<file path="config.mk">
export PLATFORM = sky130hd
export DESIGN_NAME = rc4_key_search_ctrl
export DESIGN_NICKNAME = d
export VERILOG_FILES = /design/src/rtl/rc4_key_search_ctrl.sv
export SDC_FILE = /design/constraint.sdc
export NUM_CORES = 1
export LEC_CHECK = 0
export ABC_CLOCK_PERIOD_IN_PS = 5250
export CORE_AREA = 5 5 113 115
export CTS_CLUSTER_DIAMETER = 60
export DETAILED_ROUTE_END_ITERATION = 10
export DIE_AREA = 0 0 118 120
export DONT_BUFFER_PORTS = 1
export PLACE_DENSITY = 0.68
export SYNTH_ARGS = -nofsm -noshare
export SYNTH_HDL_FRONTEND = slang
export SYNTH_SLANG_ARGS = --single-unit
</file>
<file path="constraint.sdc">
create_clock -name clk -period 5.25 [get_ports clk]
set_input_delay 1.575 -clock clk [delete_from_list [all_inputs] [get_ports clk]]
set_output_delay 1.575 -clock clk [all_outputs]
set_load 0.02 [all_outputs]
</file>
<file path="src/rtl/rc4_key_search_ctrl.sv">
// RC4 key search master controller.
// Sequences init, key-schedule and decrypt sub-FSMs per candidate key.
module rc4_key_search_ctrl #(
    parameter int                   MSG_DEP        = 32,
    parameter int                   MSG_WIDTH      = 8,
    parameter int                   KEY_WIDTH      = 24,
    parameter logic [KEY_WIDTH-1:0] KEY_FIRST      = '0,
    parameter logic [KEY_WIDTH-1:0] KEY_LAST       = 24'h3FFFFF,
    parameter int                   TIMEOUT_CYCLES = 4096
) (
    input  logic                              clk,
    input  logic                              reset_n,
    input  logic                              go,
    input  logic                              abort,
    input  logic                              init_done,
    input  logic                              ksa_done,
    input  logic                              dec_done,
    input  logic [MSG_DEP-1:0][MSG_WIDTH-1:0] decrypted_data,
    output logic                              sub_reset,
    output logic                              init_start,
    output logic                              ksa_start,
    output logic                              dec_start,
    output logic [KEY_WIDTH-1:0]              secret_key,
    output logic                              busy,
    output logic                              key_found,
    output logic                              search_failed,
    output logic                              timeout_err
);

    localparam int IW = (MSG_DEP > 1) ? $clog2(MSG_DEP) : 1;
    localparam int TW = $clog2(TIMEOUT_CYCLES + 1);

    typedef enum logic [3:0] {
        S_IDLE,
        S_RESET_SUBS,
        S_WAIT_INIT,
        S_WAIT_KSA,
        S_WAIT_DEC,
        S_CHECK,
        S_NEXT_KEY,
        S_FOUND,
        S_FAILED
    } state_t;

    state_t               state;
    logic [IW-1:0]        chk_idx;
    logic [TW-1:0]        tcnt;
    logic                 phase_done;
    logic                 tmo_hit;
    logic                 byte_ok;
    logic [MSG_WIDTH-1:0] cur_byte;

    // Done of the sub-FSM owning the current WAIT state; others ignored.
    always_comb begin
        phase_done = 1'b0;
        unique case (1'b1)
            state == S_WAIT_INIT: phase_done = init_done;
            state == S_WAIT_KSA:  phase_done = ksa_done;
            state == S_WAIT_DEC:  phase_done = dec_done;
            default:              phase_done = 1'b0;
        endcase
    end

    // Plaintext byte classifier: lowercase letters or space.
    always_comb begin
        cur_byte = decrypted_data[chk_idx];
        byte_ok  = ((cur_byte >= MSG_WIDTH'(97)) &&
                    (cur_byte <= MSG_WIDTH'(122))) ||
                   (cur_byte == MSG_WIDTH'(32));
        tmo_hit  = (tcnt == TW'(TIMEOUT_CYCLES - 1));
    end

    // Main sequencer with registered outputs.
    always_ff @(posedge clk) begin
        if (!reset_n) begin
            state         <= S_IDLE;
            secret_key    <= KEY_FIRST;
            sub_reset     <= 1'b1;
            init_start    <= 1'b0;
            ksa_start     <= 1'b0;
            dec_start     <= 1'b0;
            busy          <= 1'b0;
            key_found     <= 1'b0;
            search_failed <= 1'b0;
            timeout_err   <= 1'b0;
            chk_idx       <= '0;
            tcnt          <= '0;
        end else if (abort && busy) begin
            state      <= S_IDLE;
            sub_reset  <= 1'b1;
            init_start <= 1'b0;
            ksa_start  <= 1'b0;
            dec_start  <= 1'b0;
            busy       <= 1'b0;
            tcnt       <= '0;
            chk_idx    <= '0;
        end else begin
            unique case (state)
                S_IDLE, S_FOUND, S_FAILED: begin
                    if (go) begin
                        secret_key    <= KEY_FIRST;
                        key_found     <= 1'b0;
                        search_failed <= 1'b0;
                        timeout_err   <= 1'b0;
                        sub_reset     <= 1'b1;
                        busy          <= 1'b1;
                        state         <= S_RESET_SUBS;
                    end
                end
                S_RESET_SUBS: begin
                    sub_reset  <= 1'b0;
                    init_start <= 1'b1;
                    tcnt       <= '0;
                    state      <= S_WAIT_INIT;
                end
                S_WAIT_INIT, S_WAIT_KSA, S_WAIT_DEC: begin
                    if (phase_done) begin
                        tcnt <= '0;
                        if (state == S_WAIT_INIT) begin
                            init_start <= 1'b0;
                            ksa_start  <= 1'b1;
                            state      <= S_WAIT_KSA;
                        end else if (state == S_WAIT_KSA) begin
                            ksa_start <= 1'b0;
                            dec_start <= 1'b1;
                            state     <= S_WAIT_DEC;
                        end else begin
                            dec_start <= 1'b0;
                            chk_idx   <= '0;
                            state     <= S_CHECK;
                        end
                    end else if (tmo_hit) begin
                        init_start  <= 1'b0;
                        ksa_start   <= 1'b0;
                        dec_start   <= 1'b0;
                        timeout_err <= 1'b1;
                        busy        <= 1'b0;
                        tcnt        <= '0;
                        state       <= S_FAILED;
                    end else begin
                        tcnt <= tcnt + 1'b1;
                    end
                end
                S_CHECK: begin
                    if (!byte_ok) begin
                        state <= S_NEXT_KEY;
                    end else if (chk_idx == IW'(MSG_DEP - 1)) begin
                        key_found <= 1'b1;
                        busy      <= 1'b0;
                        state     <= S_FOUND;
                    end else begin
                        chk_idx <= chk_idx + 1'b1;
                    end
                end
                S_NEXT_KEY: begin
                    if (secret_key == KEY_LAST) begin
                        search_failed <= 1'b1;
                        busy          <= 1'b0;
                        state         <= S_FAILED;
                    end else begin
                        secret_key <= secret_key + 1'b1;
                        sub_reset  <= 1'b1;
                        state      <= S_RESET_SUBS;
                    end
                end
                default: begin
                    state <= S_IDLE;
                end
            endcase
        end
    end

endmodule

</file>
==> impl_metrics.json <==
{
  "status": "finished clean",
  "finalSetupViolCount": 0,
  "clk_pin_slew_ns": 0.07,
  "rsz0062_at_grt": "no",
  "clock_latency_ns": 0.29,
  "cts_sinks": 54,
  "nFillCells": 1146,
  "required_ns": 5.38,
  "syn_avg_cell_area_sq_um": 9.360,
  "synthCells": 512,
  "fmax_ghz": 0.2462,
  "peakVddDrop_v": 0.0001877,
  "dieArea_sq_mm": 0.01416,
  "synth_edf_count": 0,
  "layout_min_cycle_time_ns": 4.062,
  "core_sq_mm": 0.01171,
  "synth_area_sq_mm": 0.004792,
  "worstMarginPinSlew_ns": 0.9473,
  "io_buffers": 0,
  "route.vias.total": 4257,
  "ys_seq_area_frac": 0.2256,
  "power_mw": 1.249,
  "hold_class": "reg2reg",
  "detail-route-antenna-nets": 0,
  "drt-total-wl_um": 17220,
  "cts_htree_levels": 2,
  "grt_max_degree": 62,
  "multi_input_area_sq_mm": 0.003525,
  "path_buf_inv": 0,
  "path_class": "in2reg",
  "setup_tns_ns": 0,
  "cts-buffers-inserted": 5,
  "die_y_um": 120,
  "drt_iter0_drc": 277,
  "drive_gt1_frac": 0.1626,
  "ys_warn_count": 0,
  "rrSetupSlack_ns": 1.33,
  "num-nets-final": 752,
  "path_cells": "mux4_2 > a22oi_1 > nand4_1 > a22oi_1 > nand4_1 > or2_2 > a2111oi_1 > or3_1 > a31oi_1",
  "p_leak_nw": 1.524,
  "cp_max_fo": 4,
  "cts_tree": "done",
  "max-cap-violations": 0,
  "place_hpwl_um": 14350,
  "drc": 0,
  "num_rows": 40,
  "grt_pass1_wl_um": 25680,
  "cts-hold-fix-buffers": 0,
  "cp_slowest_stage_delay_ns": 0.67,
  "fin_hold_ws_ns": 0.4873,
  "cp_top_family": "compound AO/OA/AOI/OAI gates",
  "ys_types": 58,
  "synth-async-reset-ratio": 0,
  "ys.flop_type": "dfxtp_1",
  "vias_per_cell": 6.610,
  "postCtsSetupBuffers": 0,
  "wl_per_cell_um": 26.74,
  "drv_slew": 0,
  "hold_viol": 0,
  "startpoint_type": "input pin",
  "die_w_um": 118,
  "critPathCaptureType": "register",
  "seq_area_sq_mm": 0.001089,
  "synth_seq_cells": 54,
  "antenna_found_initial": 16,
  "power.density_mw_per_mm2": 249.1,
  "overflow": 0,
  "clockBufferDepth": 2,
  "grtUsageTotal": 0.2321,
  "cp_slowest_cell": "a2111oi_1",
  "syn2layout_area_growth_pct": 4.648,
  "place.gp.congestion": 1.024,
  "crit_arrival_ns": 4.20,
  "fin_skew_ns": 0.004633,
  "fin_crit_sh": 0.7737,
  "relSlewSlack": 0.3521,
  "synth_nets": 779,
  "first_pass_iters": 5,
  "num_io_pins": 295,
  "cts_resized": 0,
  "start_util": 0.4092,
  "grt_pass1_vias": 4335,
  "cts-root-buf": "clkbuf_16"
}
[cell type report]
| type | count | share of cell area |
|---|---|---|
| multi-input cells | 417 | 0.7028 |
| flip-flops and latches | 54 | 0.2171 |
| well taps | 147 | 0.03668 |
| clock buffers | 6 | 0.02769 |
| diodes | 11 | 0.005489 |
| inverters | 5 | 0.003743 |
| clock inverters | 2 | 0.003493 |
| repair buffers | 2 | 0.002994 |
[cell usage in the layout, fill, tap and decap left out, drive strengths merged, types with 7 or more instances in the layout]
cell / Yosys / final
xor2: 14 / 14
nand4: 7 / 7
diode: 0 / 11
nor3: 7 / 7
nand3: 20 / 20
nand3b: 12 / 12
mux2: 7 / 7
a22oi: 12 / 12
and3: 14 / 14
nor2: 56 / 56
nor2b: 9 / 9
nand2: 39 / 39
a21oi: 32 / 32
mux4: 57 / 57
or3: 10 / 10
mux2i: 23 / 23
dfxtp: 54 / 54
o21ai: 20 / 20
nand2b: 8 / 8
[kinds of logic (layout without fill, tap and decap cells)]
group                    count (synthesis)  in the layout  synth area share
multiplexers                            87             87            0.3324
other                                    0             11                 0
XOR/XNOR                                19             19           0.03473
AND/OR/NAND/NOR                        197            197            0.2078
flip-flops                              54             54            0.2256
buffers and inverters                   41             15           0.03890
adder cells (fa/ha/maj)                  4              4           0.01044
AO/OA/AOI/OAI                          110            110            0.1501
[final timing paths]
path / from / endpoint / depth (start not counted)
worst min-delay path: tcnt[12]$_SDFFE_PP0P_ / tcnt[12]$_SDFFE_PP0P_ / 1
worst max-delay path: decrypted_data[188] / state[1]$_SDFFE_PP0P_ / 9
worst min register to register: tcnt[12]$_SDFFE_PP0P_ / tcnt[12]$_SDFFE_PP0P_ / 1
worst max register to register: chk_idx[0]$_SDFFE_PP0P_ / state[1]$_SDFFE_PP0P_ / 9
[flip-flops by register name, indices dropped and copies added (netlist names)]
name and cells:
busy 1, ksa_start 1, search_failed 1, timeout_err 1
sub_reset 1, key_found 1, chk_idx 5, init_start 1
secret_key 24, state 4, tcnt 13, dec_start 1
[report_power, final]
group          total [mW]  internal, mW  switching [mW]
logic               0.396         0.168           0.227
clock network       0.343         0.192           0.151
registers           0.511         0.437          0.0745
total                1.25         0.797           0.453
[synthesized netlist by cell type (3+ instances only)]
| cell | n | area, sq um |
|---|---|---|
| nand3_1 | 20 | 100.1 |
| buf_1 | 3 | 11.26 |
| nand3b_1 | 12 | 90.09 |
| o21ai_0 | 20 | 100.1 |
| a31oi_1 | 3 | 18.77 |
| ha_1 | 4 | 50.05 |
| nor3_1 | 7 | 35.03 |
| clkbuf_1 | 21 | 78.83 |
| nand2_1 | 39 | 146.4 |
| a21o_1 | 6 | 45.04 |
| a21oi_1 | 32 | 160.2 |
| nand2b_1 | 8 | 50.05 |
| dfxtp_1 | 54 | 1081 |
| a211oi_1 | 6 | 45.04 |
| o211ai_1 | 4 | 30.03 |
| mux2_2 | 5 | 56.30 |
| a22o_1 | 3 | 26.28 |
| a221oi_1 | 3 | 26.28 |
| buf_2 | 8 | 40.04 |
| xnor2_1 | 5 | 43.79 |
| a22oi_1 | 12 | 90.09 |
| xor2_1 | 14 | 122.6 |
| or3_1 | 10 | 62.56 |
| o22a_1 | 3 | 26.28 |
| o21a_1 | 3 | 22.52 |
| nor2b_1 | 9 | 56.30 |
| mux2i_1 | 23 | 230.2 |
| nor2_1 | 56 | 210.2 |
| and3_1 | 14 | 87.58 |
| inv_1 | 4 | 15.01 |
| nand4_1 | 7 | 43.79 |
| mux4_2 | 57 | 1284 |
[per-layer routing]
| metal | routed length [um] | vias to the layer above | global-route usage |
|---|---|---|---|
| met1 | 6730 | 2044 | 0.2850 |
| met4 | 121 | 10 | 0.04588 |
| li1 | - | 1943 | - |
| met5 | 113 | - | 0.04044 |
| met3 | 1997 | 18 | 0.1065 |
| met2 | 8259 | 242 | 0.3731 |
[stage by stage]
stage	util	cells	area, sq um	setup WS [ns]
after floorplan	-	512	4792	1.223
after global placement	0.4125	625	4831	0.9120
after detailed placement	0.4125	625	4831	0.8605
after CTS	0.4259	633	4987	1.155
after global routing	0.4280	643	5012	0.9184
final	0.4282	644	5015	1.188
No activity file was read; power rests on OpenSTA's default activity.
